$ cat src/rtl/store_control_if.sv
// IO write channel between the store path and the IO block.
// The store path is the master; the IO block pops the head with io_wready.
interface store_control_if;
    logic        io_wvalid;
    logic        io_wready;
    logic [31:0] io_waddr;
    logic [31:0] io_wdata;
    logic [3:0]  io_wstrb;

    modport master (
        output io_wvalid,
        output io_waddr,
        output io_wdata,
        output io_wstrb,
        input  io_wready
    );

    modport slave (
        input  io_wvalid,
        input  io_waddr,
        input  io_wdata,
        input  io_wstrb,
        output io_wready
    );
endinterface

$ cat src/rtl/store_control.sv
// Memory-stage store path: SB/SH/SW decode, lane alignment, DMEM/IMEM
// write enables and an IO store FIFO drained over a valid/ready channel.
module store_control #(
    parameter int IO_DEPTH = 4
) (
    input  logic        clk,
    input  logic        rst,
    input  logic        inst_valid,
    input  logic [31:0] inst,
    input  logic [31:0] pc,
    input  logic [31:0] addr,
    input  logic [31:0] rs2_data,
    output logic [31:0] mem_din,
    output logic [3:0]  dmem_we,
    output logic [3:0]  imem_we,
    output logic        stall,
    output logic        misalign_err,
    store_control_if.master io
);
    localparam int PW = $clog2(IO_DEPTH);
    localparam int CW = PW + 1;
    localparam logic [4:0] OPC_STORE_5 = 5'b01000;
    localparam logic [2:0] F3_SB = 3'b000;
    localparam logic [2:0] F3_SH = 3'b001;
    localparam logic [2:0] F3_SW = 3'b010;

    typedef struct packed {
        logic [29:0] waddr;
        logic [31:0] wdata;
        logic [3:0]  wstrb;
    } io_ent_t;

    io_ent_t         fifo_q [IO_DEPTH];
    logic [PW-1:0]   wr_ptr;
    logic [PW-1:0]   rd_ptr;
    logic [CW-1:0]   count;

    logic            is_store;
    logic            misalign;
    logic [3:0]      strb_raw;
    logic [3:0]      strb;
    logic            hit_dmem;
    logic            hit_imem;
    logic            hit_io;
    logic            io_store;
    logic            full;
    logic            push;
    logic            pop;
    logic            unused_ok;

    assign unused_ok = ^{inst[31:15], inst[11:7], inst[1:0],
                         pc[31], pc[29:0]};

    always_comb begin
        is_store = inst_valid && (inst[6:2] == OPC_STORE_5);
        strb_raw = 4'b0000;
        mem_din  = rs2_data;
        misalign = 1'b0;
        unique case (inst[14:12])
            F3_SB: begin
                strb_raw = 4'b0001 << addr[1:0];
                mem_din  = {4{rs2_data[7:0]}};
            end
            F3_SH: begin
                strb_raw = addr[1] ? 4'b1100 : 4'b0011;
                mem_din  = {2{rs2_data[15:0]}};
                misalign = addr[0];
            end
            F3_SW: begin
                strb_raw = 4'b1111;
                misalign = (addr[1:0] != 2'b00);
            end
            default: begin
                strb_raw = 4'b0000;
            end
        endcase
        if (!is_store) begin
            strb_raw = 4'b0000;
            misalign = 1'b0;
        end
        strb = misalign ? 4'b0000 : strb_raw;
    end

    // 0011 decodes as both DMEM and IMEM, so regions are not exclusive
    assign hit_dmem = (addr[31:28] ==? 4'b00?1);
    assign hit_imem = (addr[31:28] ==? 4'b001?);
    assign hit_io   = (addr[31:28] == 4'b1000);

    assign dmem_we  = hit_dmem ? strb : 4'b0000;
    assign imem_we  = (hit_imem && pc[30]) ? strb : 4'b0000;

    assign io_store = hit_io && (strb != 4'b0000);
    assign full     = (count == CW'(IO_DEPTH));
    assign stall    = io_store && full;
    assign push     = io_store && !full && !rst;
    assign pop      = (count != '0) && io.io_wready;

    assign io.io_wvalid = (count != '0);
    assign io.io_waddr  = {fifo_q[rd_ptr].waddr, 2'b00};
    assign io.io_wdata  = fifo_q[rd_ptr].wdata;
    assign io.io_wstrb  = fifo_q[rd_ptr].wstrb;

    always_ff @(posedge clk) begin
        if (push) begin
            fifo_q[wr_ptr] <= '{waddr: addr[31:2],
                                wdata: mem_din,
                                wstrb: strb};
        end
    end

    always_ff @(posedge clk) begin
        if (rst) begin
            wr_ptr       <= '0;
            rd_ptr       <= '0;
            count        <= '0;
            misalign_err <= 1'b0;
        end else begin
            if (push) wr_ptr <= wr_ptr + 1'b1;
            if (pop)  rd_ptr <= rd_ptr + 1'b1;
            unique case ({push, pop})
                2'b10:   count <= count + 1'b1;
                2'b01:   count <= count - 1'b1;
                default: count <= count;
            endcase
            if (misalign) misalign_err <= 1'b1;
        end
    end
endmodule
$ cat src/flat_wrapper.sv
// flat-port wrapper written by rule: the top's interface ports become plain ports
module store_control_flat 
#(
    parameter int IO_DEPTH = 4
)
  (clk, rst, inst_valid, inst, pc, addr, rs2_data, mem_din, dmem_we, imem_we, stall, misalign_err, io_io_wvalid, io_io_waddr, io_io_wdata, io_io_wstrb, io_io_wready);
  store_control_if io_i ();
  input  logic clk;
  input  logic rst;
  input  logic inst_valid;
  input  logic [31:0] inst;
  input  logic [31:0] pc;
  input  logic [31:0] addr;
  input  logic [31:0] rs2_data;
  output logic [31:0] mem_din;
  output logic [3:0] dmem_we;
  output logic [3:0] imem_we;
  output logic stall;
  output logic misalign_err;
  output wire logic [$bits(io_i.io_wvalid)-1:0] io_io_wvalid;
  output wire logic [$bits(io_i.io_waddr)-1:0] io_io_waddr;
  output wire logic [$bits(io_i.io_wdata)-1:0] io_io_wdata;
  output wire logic [$bits(io_i.io_wstrb)-1:0] io_io_wstrb;
  input wire logic [$bits(io_i.io_wready)-1:0] io_io_wready;
  assign io_io_wvalid = io_i.io_wvalid;
  assign io_io_waddr = io_i.io_waddr;
  assign io_io_wdata = io_i.io_wdata;
  assign io_io_wstrb = io_i.io_wstrb;
  assign io_i.io_wready = io_io_wready;
  store_control #(.IO_DEPTH(IO_DEPTH)) u_core (.clk(clk), .rst(rst), .inst_valid(inst_valid), .inst(inst), .pc(pc), .addr(addr), .rs2_data(rs2_data), .mem_din(mem_din), .dmem_we(dmem_we), .imem_we(imem_we), .stall(stall), .misalign_err(misalign_err), .io(io_i));
endmodule
$ cat config.mk
export PLATFORM = sky130hd
export DESIGN_NAME = store_control_flat
export DESIGN_NICKNAME = d
export VERILOG_FILES = /design/src/rtl/store_control_if.sv /design/src/rtl/store_control.sv /design/src/flat_wrapper.sv
export SDC_FILE = /design/constraint.sdc
export NUM_CORES = 1
export LEC_CHECK = 0
export BUFFER_PORTS_ARGS = -buffer_cell sky130_fd_sc_hd__buf_2
export CAP_MARGIN = 5
export CORE_ASPECT_RATIO = 1.25
export CORE_MARGIN = 10
export CORE_UTILIZATION = 40
export DETAILED_ROUTE_END_ITERATION = 16
export PLACE_DENSITY = 0.71
export REMOVE_ABC_BUFFERS = 1
export SLEW_MARGIN = 25
export SYNTH_ARGS = -nofsm -noshare
export SYNTH_HDL_FRONTEND = slang
export SYNTH_SLANG_ARGS = --single-unit
$ cat constraint.sdc
create_clock -name clk -period 3 [get_ports clk]
set_clock_uncertainty 0.2 [all_clocks]
set_input_delay 0.15 -clock clk [delete_from_list [all_inputs] [get_ports clk]]
set_output_delay 0.15 -clock clk [all_outputs]
set_load 0.02 [all_outputs]
==> tab_implementation.tex, run 1 <==
\begin{tabular}{lr}
\hline
Metric & Value \\
\hline
\multicolumn{2}{l}{\textbf{Placement}} \\
\quad Placer's final routability congestion estimate & 0.732 \\
\quad Count of buffers inserted at the top-level ports & 185 \\
\quad Worst slack at placement & 455 ps \\
\quad HPWL reported at the end of detailed placement & 14800 um \\
\quad Area after detailed placement & 0.0121 sq mm \\
\multicolumn{2}{l}{\textbf{Critical path}} \\
\quad Sort of element at the end of the critical path & primary output \\
\quad Data required time of the critical path & 2650 ps \\
\quad Worst setup path class & input port to primary output \\
\quad Arrival time at the worst endpoint & 2340 ps \\
\quad Maximum net fanout on the critical path & 6 \\
\quad Launching element type of the critical path & input port \\
\multicolumn{2}{l}{\textbf{STA}} \\
\quad Hold Fails Final Rpt & 0 \\
\quad Worst Max-Slew Pin Slew & 626 ps \\
\quad Highest Clock Rate & 0.371 GHz \\
\quad Unrepaired setup endpoints after global routing & no \\
\quad Final period utilization & 0.897 \\
\quad Hold slack final & 56.1 ps \\
\quad Slew Limit Headroom & 0.578 \\
\quad Pins over their slew limit & 0 \\
\quad Final setup slack of the worst path & 308 ps \\
\quad Total of endpoints with negative setup slack in the final report & 0 \\
\quad Clock period minus final worst setup slack & 2690 ps \\
\multicolumn{2}{l}{\textbf{Routing}} \\
\quad Routed wire length per instance & 20.8 um \\
\quad Via count & 5684 \\
\quad Remaining antenna violation count after routing & 0 \\
\quad Via density per instance & 5.03 \\
\quad DRC violation count after routing & 0 \\
\quad Total Routed Length & 23400 um \\
\quad DR pass1 iterations & 4 \\
\quad Initial DRC count & 277 \\
\multicolumn{2}{l}{\textbf{Final layout}} \\
\quad Final \#Nets & 908 \\
\quad Finished Core Util & 0.523 \\
\quad Antenna Cells & 0 \\
\quad Proportion of layout cells with a drive suffix above 1 & 0.428 \\
\quad Final instance area & 0.0137 sq mm \\
\quad Filler Cell Count & 2071 \\
\quad Layout Area Growth over Synthesis & 27.9\% \\
\multicolumn{2}{l}{\textbf{Global routing}} \\
\quad Total global-route track usage & 0.137 \\
\quad Met1 Resource Use GR & 0.171 \\
\quad Remaining global-route overflow & 0 \\
\quad First-pass GRT wire length & 37000 um \\
\quad Global-route met3 utilization & 0.0329 \\
\quad Busiest layer in global routing & met2 \\
\quad Initial antenna violation count & 0 \\
\quad Number of global-route vias before repair & 6289 \\
\quad Largest net degree at the start of global routing & 67 \\
\quad Met2 Use GR & 0.237 \\
\multicolumn{2}{l}{\textbf{Floorplan}} \\
\quad Die outline area & 0.0337 sq mm \\
\quad Core Area & 0.0262 sq mm \\
\quad Die height & 203 um \\
\quad Initial standard-cell utilization of the core & 0.409 \\
\quad I/O pins & 243 \\
\quad Horizontal die dimension & 166 um \\
\quad Num rows & 66 \\
\multicolumn{2}{l}{\textbf{Worst hold path}} \\
\quad Worst hold-check path type & input port to register \\
\multicolumn{2}{l}{\textbf{Clock tree}} \\
\quad Clk root buf & sky130\_fd\_sc\_hd\_\_clkbuf\_16 \\
\quad Sink count of the clock tree & 274 \\
\quad Largest buffer count on any clock path & 3 \\
\quad Count of H-tree levels built during CTS & 1 \\
\quad Clock transition at the registers of the reported paths & 70 ps \\
\quad TritonCTS clock tree & built \\
\quad Clock latency of the later-clocked register in the worst-skew pair & 520 ps \\
\quad Number of buffers created by CTS & 26 \\
\multicolumn{2}{l}{\textbf{Power}} \\
\quad Maximum ir drop on the vdd rail & 0.349 mV \\
\quad Leakage & 4.70 nW \\
\quad Overall power after layout & 7.91 mW \\
\quad Power Dens Cells & 578 mW/mm\^{}2 \\
\multicolumn{2}{l}{\textbf{Logic synthesis}} \\
\quad Synth Area per Inst & 21.5 sq um \\
\quad YS warnings & 0 \\
\quad Post-synthesis async set-or-reset flop share & 0 \\
\quad Seq/Total Area, Yosys & 0.759 \\
\quad Post-synth cell types & 41 \\
\quad Cell count after synthesis & 497 \\
\quad Dominant register cell in the synthesized netlist & sky130\_fd\_sc\_hd\_\_edfxtp\_1 \\
\quad Number of synthesized register bits & 274 \\
\quad Post-synth EDFFs & 264 \\
\quad Mapped Area & 0.0107 sq mm \\
\multicolumn{2}{l}{\textbf{Job}} \\
\quad Reported max-cap violation count & 0 \\
\multicolumn{2}{l}{\textbf{Status}} \\
\quad Status & finished, final reports clean \\
\hline
\end{tabular}
==> sequential cells by signal, summed over array words and instances, names as in the netlist, named ones only <==
| name | cells |
|---|---|
| u_core.rd_ptr | 2 |
| u_core.wr_ptr | 2 |
| u_core.fifo_q | 264 |
| u_core.count | 3 |
| u_core.misalign_err | 1 |
==> per-layer routing <==
layer,share of wire,up-vias
met3,0.058,35
li1,-,2591
met1,0.41,2886
met4,0.017,0
met5,0,-
met2,0.51,172
==> synth_stat cells (5+ instances only) <==
| cell type | n | area, sq um |
|---|---|---|
| sky130_fd_sc_hd__a21oi_1 | 13 | 65.1 |
| sky130_fd_sc_hd__buf_2 | 10 | 50.1 |
| sky130_fd_sc_hd__buf_4 | 15 | 113 |
| sky130_fd_sc_hd__clkbuf_1 | 5 | 18.8 |
| sky130_fd_sc_hd__dfxtp_1 | 10 | 200 |
| sky130_fd_sc_hd__edfxtp_1 | 264 | 7930 |
| sky130_fd_sc_hd__ha_1 | 5 | 62.6 |
| sky130_fd_sc_hd__inv_1 | 8 | 30.0 |
| sky130_fd_sc_hd__mux2_2 | 16 | 180 |
| sky130_fd_sc_hd__mux2i_1 | 9 | 90.1 |
| sky130_fd_sc_hd__mux4_2 | 66 | 1490 |
| sky130_fd_sc_hd__nand2b_1 | 5 | 31.3 |
| sky130_fd_sc_hd__nor2_1 | 23 | 86.3 |
==> repair_timing <==
action / 4_1_cts / 5_1_grt
resized for setup: 0 / 0
hold buffers: 71 / 0
buffers inserted: 0 / 0
hold endpoints to repair: 266 / 0
==> cell usage in the layout (no fill, tap or decap), drive strengths merged, types with 2 or more instances in the layout <==
master / instances
or3: 2
nand2: 5
conb: 2
o21ai: 2
mux4: 66
o31ai: 2
nor4: 2
nor2b: 2
xor2: 3
clkbuf: 29
buf: 203
edfxtp: 264
nand3: 3
inv: 9
nand2b: 5
dlygate4sd3: 71
mux2i: 9
or4: 2
clkinv: 11
and2: 4
a21oi: 13
ha: 5
nor2: 23
mux2: 16
dfxtp: 10
nor3: 6
and4: 2
bufinv: 5
==> through the flow <==
step	cells	TNS [ps]
2_1_floorplan	468	-110670
3_3_place_gp	1011	0
3_5_place_dp	1011	0
4_1_cts	1129	0
5_1_grt	1129	0
6_report	1129	0
==> critical path, cell delays in order <==
cell	delay, ps
sky130_fd_sc_hd__dlygate4sd3_1	530
sky130_fd_sc_hd__buf_2	130
sky130_fd_sc_hd__nor3_2	200
sky130_fd_sc_hd__dlygate4sd3_1	630
sky130_fd_sc_hd__and4_1	330
sky130_fd_sc_hd__and4_1	210
sky130_fd_sc_hd__buf_2	160
==> path summary, 6_finish.rpt <==
kind                                         start                                to  slack (ps)  depth (start not counted)
hold / removal                             addr[1]     u_core.fifo_q[0][0]$_DFFE_PP_          60                          3
setup reg to reg      u_core.count[2]$_SDFFE_PP0P_      u_core.count[2]$_SDFFE_PP0P_         420                         10
setup / recovery                           inst[3]                        imem_we[0]         310                          7
hold reg to reg   u_core.misalign_err$_SDFFE_PP0P_  u_core.misalign_err$_SDFFE_PP0P_         250                          2
==> final cells by class <==
| type | instances | area, sq um | area share |
|---|---|---|---|
| clock buffers | 29 | 683 | 0.0499 |
| clock inverters | 18 | 211 | 0.0154 |
| well taps | 340 | 425 | 0.0311 |
| inverters | 8 | 30.0 | 0.00219 |
| flip-flops and latches | 274 | 8140 | 0.594 |
| repair buffers | 274 | 1820 | 0.133 |
| multi-input cells | 186 | 2380 | 0.174 |
==> cell families after synthesis <==
group / Yosys count / share of synthesized area
AOI/OAI and AO/OA: 21 / 0.0124
adders and majority gates: 6 / 0.00772
other: 1 / 0.000350
buffers and inverters: 38 / 0.0198
xor gates and xnor gates: 4 / 0.00327
muxes: 91 / 0.164
and+or+nand+nor: 62 / 0.0330
DFF: 274 / 0.759
==> where the power goes <==
part	leakage, nW	internal (mW)	switching, mW
sequential	2.47	4.19	0.0000595
combinational	1.79	0.152	0.188
clock	0.435	2.06	1.32
Power figures use the tool's default switching activity.
==> inputs of run 2 (changes only) <==
--- a/config.mk
+++ b/config.mk
@@ -12,7 +12,6 @@
 export CORE_UTILIZATION = 40
 export DETAILED_ROUTE_END_ITERATION = 16
 export PLACE_DENSITY = 0.71
-export REMOVE_ABC_BUFFERS = 1
 export SLEW_MARGIN = 25
 export SYNTH_ARGS = -nofsm -noshare
 export SYNTH_HDL_FRONTEND = slang
==> run 2 against run 1 <==
Effect of this change: final cell count unchanged; critical path depth decreased by 4; sequential share of layout area decreased by 0.29 points; largest power group unchanged.
==> tab_implementation.tex, run 2 (synthesis results as in run 1) <==
\begin{tabular}{lr}
\hline
Metric & Value \\
\hline
\multicolumn{2}{l}{\textbf{Status}} \\
\quad Status & finished, final reports clean (unchanged) \\
\multicolumn{2}{l}{\textbf{Floorplan}} \\
\quad Die height & 203 um (unchanged) \\
\quad Initial standard-cell utilization of the core & 0.409 (unchanged) \\
\quad Die outline area & 0.0337 sq mm (unchanged) \\
\quad Horizontal die dimension & 166 um (unchanged) \\
\quad Core Area & 0.0262 sq mm (unchanged) \\
\quad Num rows & 66 (unchanged) \\
\quad I/O pins & 243 (unchanged) \\
\multicolumn{2}{l}{\textbf{Critical path}} \\
\quad Data required time of the critical path & 2650 ps (about the same) \\
\quad Launching element type of the critical path & register (was input port) \\
\quad Delay of the slowest cell on the worst path & 730 ps (was 630 ps) \\
\quad CP Cell Sequence & buf\_4 > mux4\_2 > buf\_2 (was dlygate4sd3\_1 > buf\_2 > nor3\_2 > dlygate4sd3\_1 > and4\_1 > and4\_1 > buf\_2) \\
\quad Maximum net fanout on the critical path & 25 (was 6) \\
\quad Reg-to-reg slack, setup & 380 ps (was 420 ps) \\
\quad Arrival time at the worst endpoint & 2320 ps (was 2340 ps) \\
\quad Cell family with the largest share of critical-path delay & flip-flops (was buffers and inverters) \\
\quad Worst path bufs/invs & 2 (was 4) \\
\quad Sort of element at the end of the critical path & primary output (unchanged) \\
\quad Highest-delay cell along the critical path & sky130\_fd\_sc\_hd\_\_dfxtp\_4 (was sky130\_fd\_sc\_hd\_\_dlygate4sd3\_1) \\
\quad Worst setup path class & register to primary output (was input port to primary output) \\
\multicolumn{2}{l}{\textbf{Clock tree}} \\
\quad Clock transition at the registers of the reported paths & 70 ps (about the same) \\
\quad Sink count of the clock tree & 274 (unchanged) \\
\quad Count of buffers added by post-CTS timing repair for setup & 0 (unchanged) \\
\quad Largest buffer count on any clock path & 3 (unchanged) \\
\quad Number of buffers created by CTS & 26 (unchanged) \\
\quad Clock latency of the later-clocked register in the worst-skew pair & 510 ps (was 520 ps) \\
\quad Clk root buf & sky130\_fd\_sc\_hd\_\_clkbuf\_16 (unchanged) \\
\quad TritonCTS clock tree & built (unchanged) \\
\quad Count of H-tree levels built during CTS & 1 (unchanged) \\
\multicolumn{2}{l}{\textbf{Final layout}} \\
\quad Finished Core Util & 0.525 (was 0.523) \\
\quad Sequential standard cell area & 0.00814 sq mm (unchanged) \\
\quad Number of flip-flops under the largest register name & 264 (unchanged) \\
\quad Footprint of the multi-input gates & 0.00238 sq mm (unchanged) \\
\quad Final \#Nets & 907 (was 908) \\
\quad Layout Area Growth over Synthesis & 28.5\% (was 27.9\%) \\
\quad Registers with the most flip-flops & u\_core.fifo\_q: 264 flops, u\_core.count: 3 flops (unchanged) \\
\quad Proportion of layout cells with a drive suffix above 1 & 0.435 (was 0.428) \\
\quad Leading cell types in the layout, fill and taps excluded & 264 x sky130\_fd\_sc\_hd\_\_edfxtp\_1, 185 x sky130\_fd\_sc\_hd\_\_buf\_2, 68 x sky130\_fd\_sc\_hd\_\_dlygate4sd3\_1, 66 x sky130\_fd\_sc\_hd\_\_mux4\_2, 27 x sky130\_fd\_sc\_hd\_\_clkbuf\_16 (was 264 x sky130\_fd\_sc\_hd\_\_edfxtp\_1, 185 x sky130\_fd\_sc\_hd\_\_buf\_2, 71 x sky130\_fd\_sc\_hd\_\_dlygate4sd3\_1, 66 x sky130\_fd\_sc\_hd\_\_mux4\_2, 27 x sky130\_fd\_sc\_hd\_\_clkbuf\_16) \\
\quad Largest Register & u\_core.fifo\_q (unchanged) \\
\quad Filler Cell Count & 2017 (was 2071) \\
\quad Most common cell after layout, fill and taps aside & sky130\_fd\_sc\_hd\_\_edfxtp\_1 (unchanged) \\
\multicolumn{2}{l}{\textbf{Routing}} \\
\quad DR pass1 iterations & 4 (unchanged) \\
\quad Initial DRC count & 433 (was 277) \\
\quad Total Routed Length & 24500 um (was 23400 um) \\
\quad Remaining antenna violation count after routing & 0 (unchanged) \\
\quad DRC violation count after routing & 0 (unchanged) \\
\quad Via count & 5724 (was 5684) \\
\quad Via density per instance & 5.07 (was 5.03) \\
\quad Routed wire length per instance & 21.7 um (was 20.8 um) \\
\multicolumn{2}{l}{\textbf{STA}} \\
\quad Total of endpoints with negative setup slack in the final report & 0 (unchanged) \\
\quad Unrepaired setup endpoints after global routing & no (unchanged) \\
\quad Highest Clock Rate & 0.375 GHz (was 0.371 GHz) \\
\quad Slew Limit Headroom & 0.555 (was 0.578) \\
\quad Hold Fails Final Rpt & 0 (unchanged) \\
\quad Final period utilization & 0.890 (was 0.897) \\
\quad Total negative slack for setup checks & 0 ps (unchanged) \\
\quad Worst Max-Slew Pin Slew & 667 ps (was 626 ps) \\
\quad Pins over their slew limit & 0 (unchanged) \\
\quad Clock period minus final worst setup slack & 2670 ps (was 2690 ps) \\
\multicolumn{2}{l}{\textbf{Global routing}} \\
\quad Number of global-route vias before repair & 6291 (was 6289) \\
\quad First-pass GRT wire length & 36900 um (was 37000 um) \\
\quad Initial antenna violation count & 2 (was 0) \\
\quad Largest net degree at the start of global routing & 39 (was 67) \\
\quad Total global-route track usage & 0.138 (was 0.137) \\
\quad Remaining global-route overflow & 0 (unchanged) \\
\multicolumn{2}{l}{\textbf{Job}} \\
\quad Reported max-cap violation count & 0 (unchanged) \\
\multicolumn{2}{l}{\textbf{Power}} \\
\quad Leakage & 4.71 nW (was 4.70 nW) \\
\quad Maximum ir drop on the vdd rail & 0.470 mV (was 0.349 mV) \\
\quad Power Dens Cells & 578 mW/mm\^{}2 (about the same) \\
\multicolumn{2}{l}{\textbf{Placement}} \\
\quad Placer's final routability congestion estimate & 0.725 (was 0.732) \\
\quad HPWL reported at the end of detailed placement & 15600 um (was 14800 um) \\
\quad Count of buffers inserted at the top-level ports & 185 (unchanged) \\
\multicolumn{2}{l}{\textbf{Worst hold path}} \\
\quad Worst hold-check path type & input port to register (unchanged) \\
\hline
\end{tabular}
==> run 2: final timing paths <==
kind | from | to | cells past startpoint
max | register | io_io_waddr[18] | 3
max reg2reg | u_core.count[2]$_SDFFE_PP0P_ | u_core.count[2]$_SDFFE_PP0P_ | 10
min | inst[3] | u_core.fifo_q[2][0]$_DFFE_PP_ | 3
min reg2reg | u_core.misalign_err$_SDFFE_PP0P_ | u_core.misalign_err$_SDFFE_PP0P_ | 2
==> run 2: timing repair <==
item                                   in CTS  in global routing
gates resized for setup                     0                  0
endpoints found under the hold margin     258                  0
hold buffers                               68                  0
==> run 2: layer usage <==
metal | GRT usage | part of all wire | up-vias
met5 | 0 | 0 | -
met4 | 0.0421 | 0.020 | 0
met3 | 0.0253 | 0.052 | 31
met2 | 0.250 | 0.53 | 177
met1 | 0.164 | 0.40 | 2923
li1 | - | - | 2593
==> run 2: power breakdown <==
group | internal [mW] | switching, mW | total, mW
registers | 4.19 | 0.000121 | 4.19
clock network | 2.07 | 1.34 | 3.41
logic | 0.149 | 0.194 | 0.343
==> run 2: stage by stage <==
step                worst slack (ps)  hold slack, ps  cells  instance area, sq um  power (mW)
floorplan                        512            48.9    498                 10700        4.41
global route                     135            48.9   1129                 13800        8.20
CTS                              232           0.378   1127                 13700        8.03
detailed placement               353             166   1013                 12200        4.55
finish                           331            35.8   1129                 13800        7.94
global placement                 426             163   1013                 12200        4.54
==> run 2: layout make-up <==
class                           count  area share
Sequential cell                   274       0.591
Multi-Input combinational cell    186       0.173
Timing Repair Buffer              273       0.137
Clock buffer                       31      0.0502
Tap cell                          340      0.0309
Clock inverter                     15      0.0150
Inverter                            8     0.00218
Antenna cell                        2    0.000364
==> run 2: worst reg2reg max path, stage by stage (launching register included) <==
cell and delay [ps]:
sky130_fd_sc_hd__dfxtp_1 380, sky130_fd_sc_hd__or3b_2 490, sky130_fd_sc_hd__nand2b_1 100, sky130_fd_sc_hd__nor4_2 70
sky130_fd_sc_hd__inv_1 70, sky130_fd_sc_hd__ha_1 170, sky130_fd_sc_hd__inv_1 60, sky130_fd_sc_hd__fa_1 370
sky130_fd_sc_hd__xor2_1 160, sky130_fd_sc_hd__or3_1 320, sky130_fd_sc_hd__a21oi_1 160
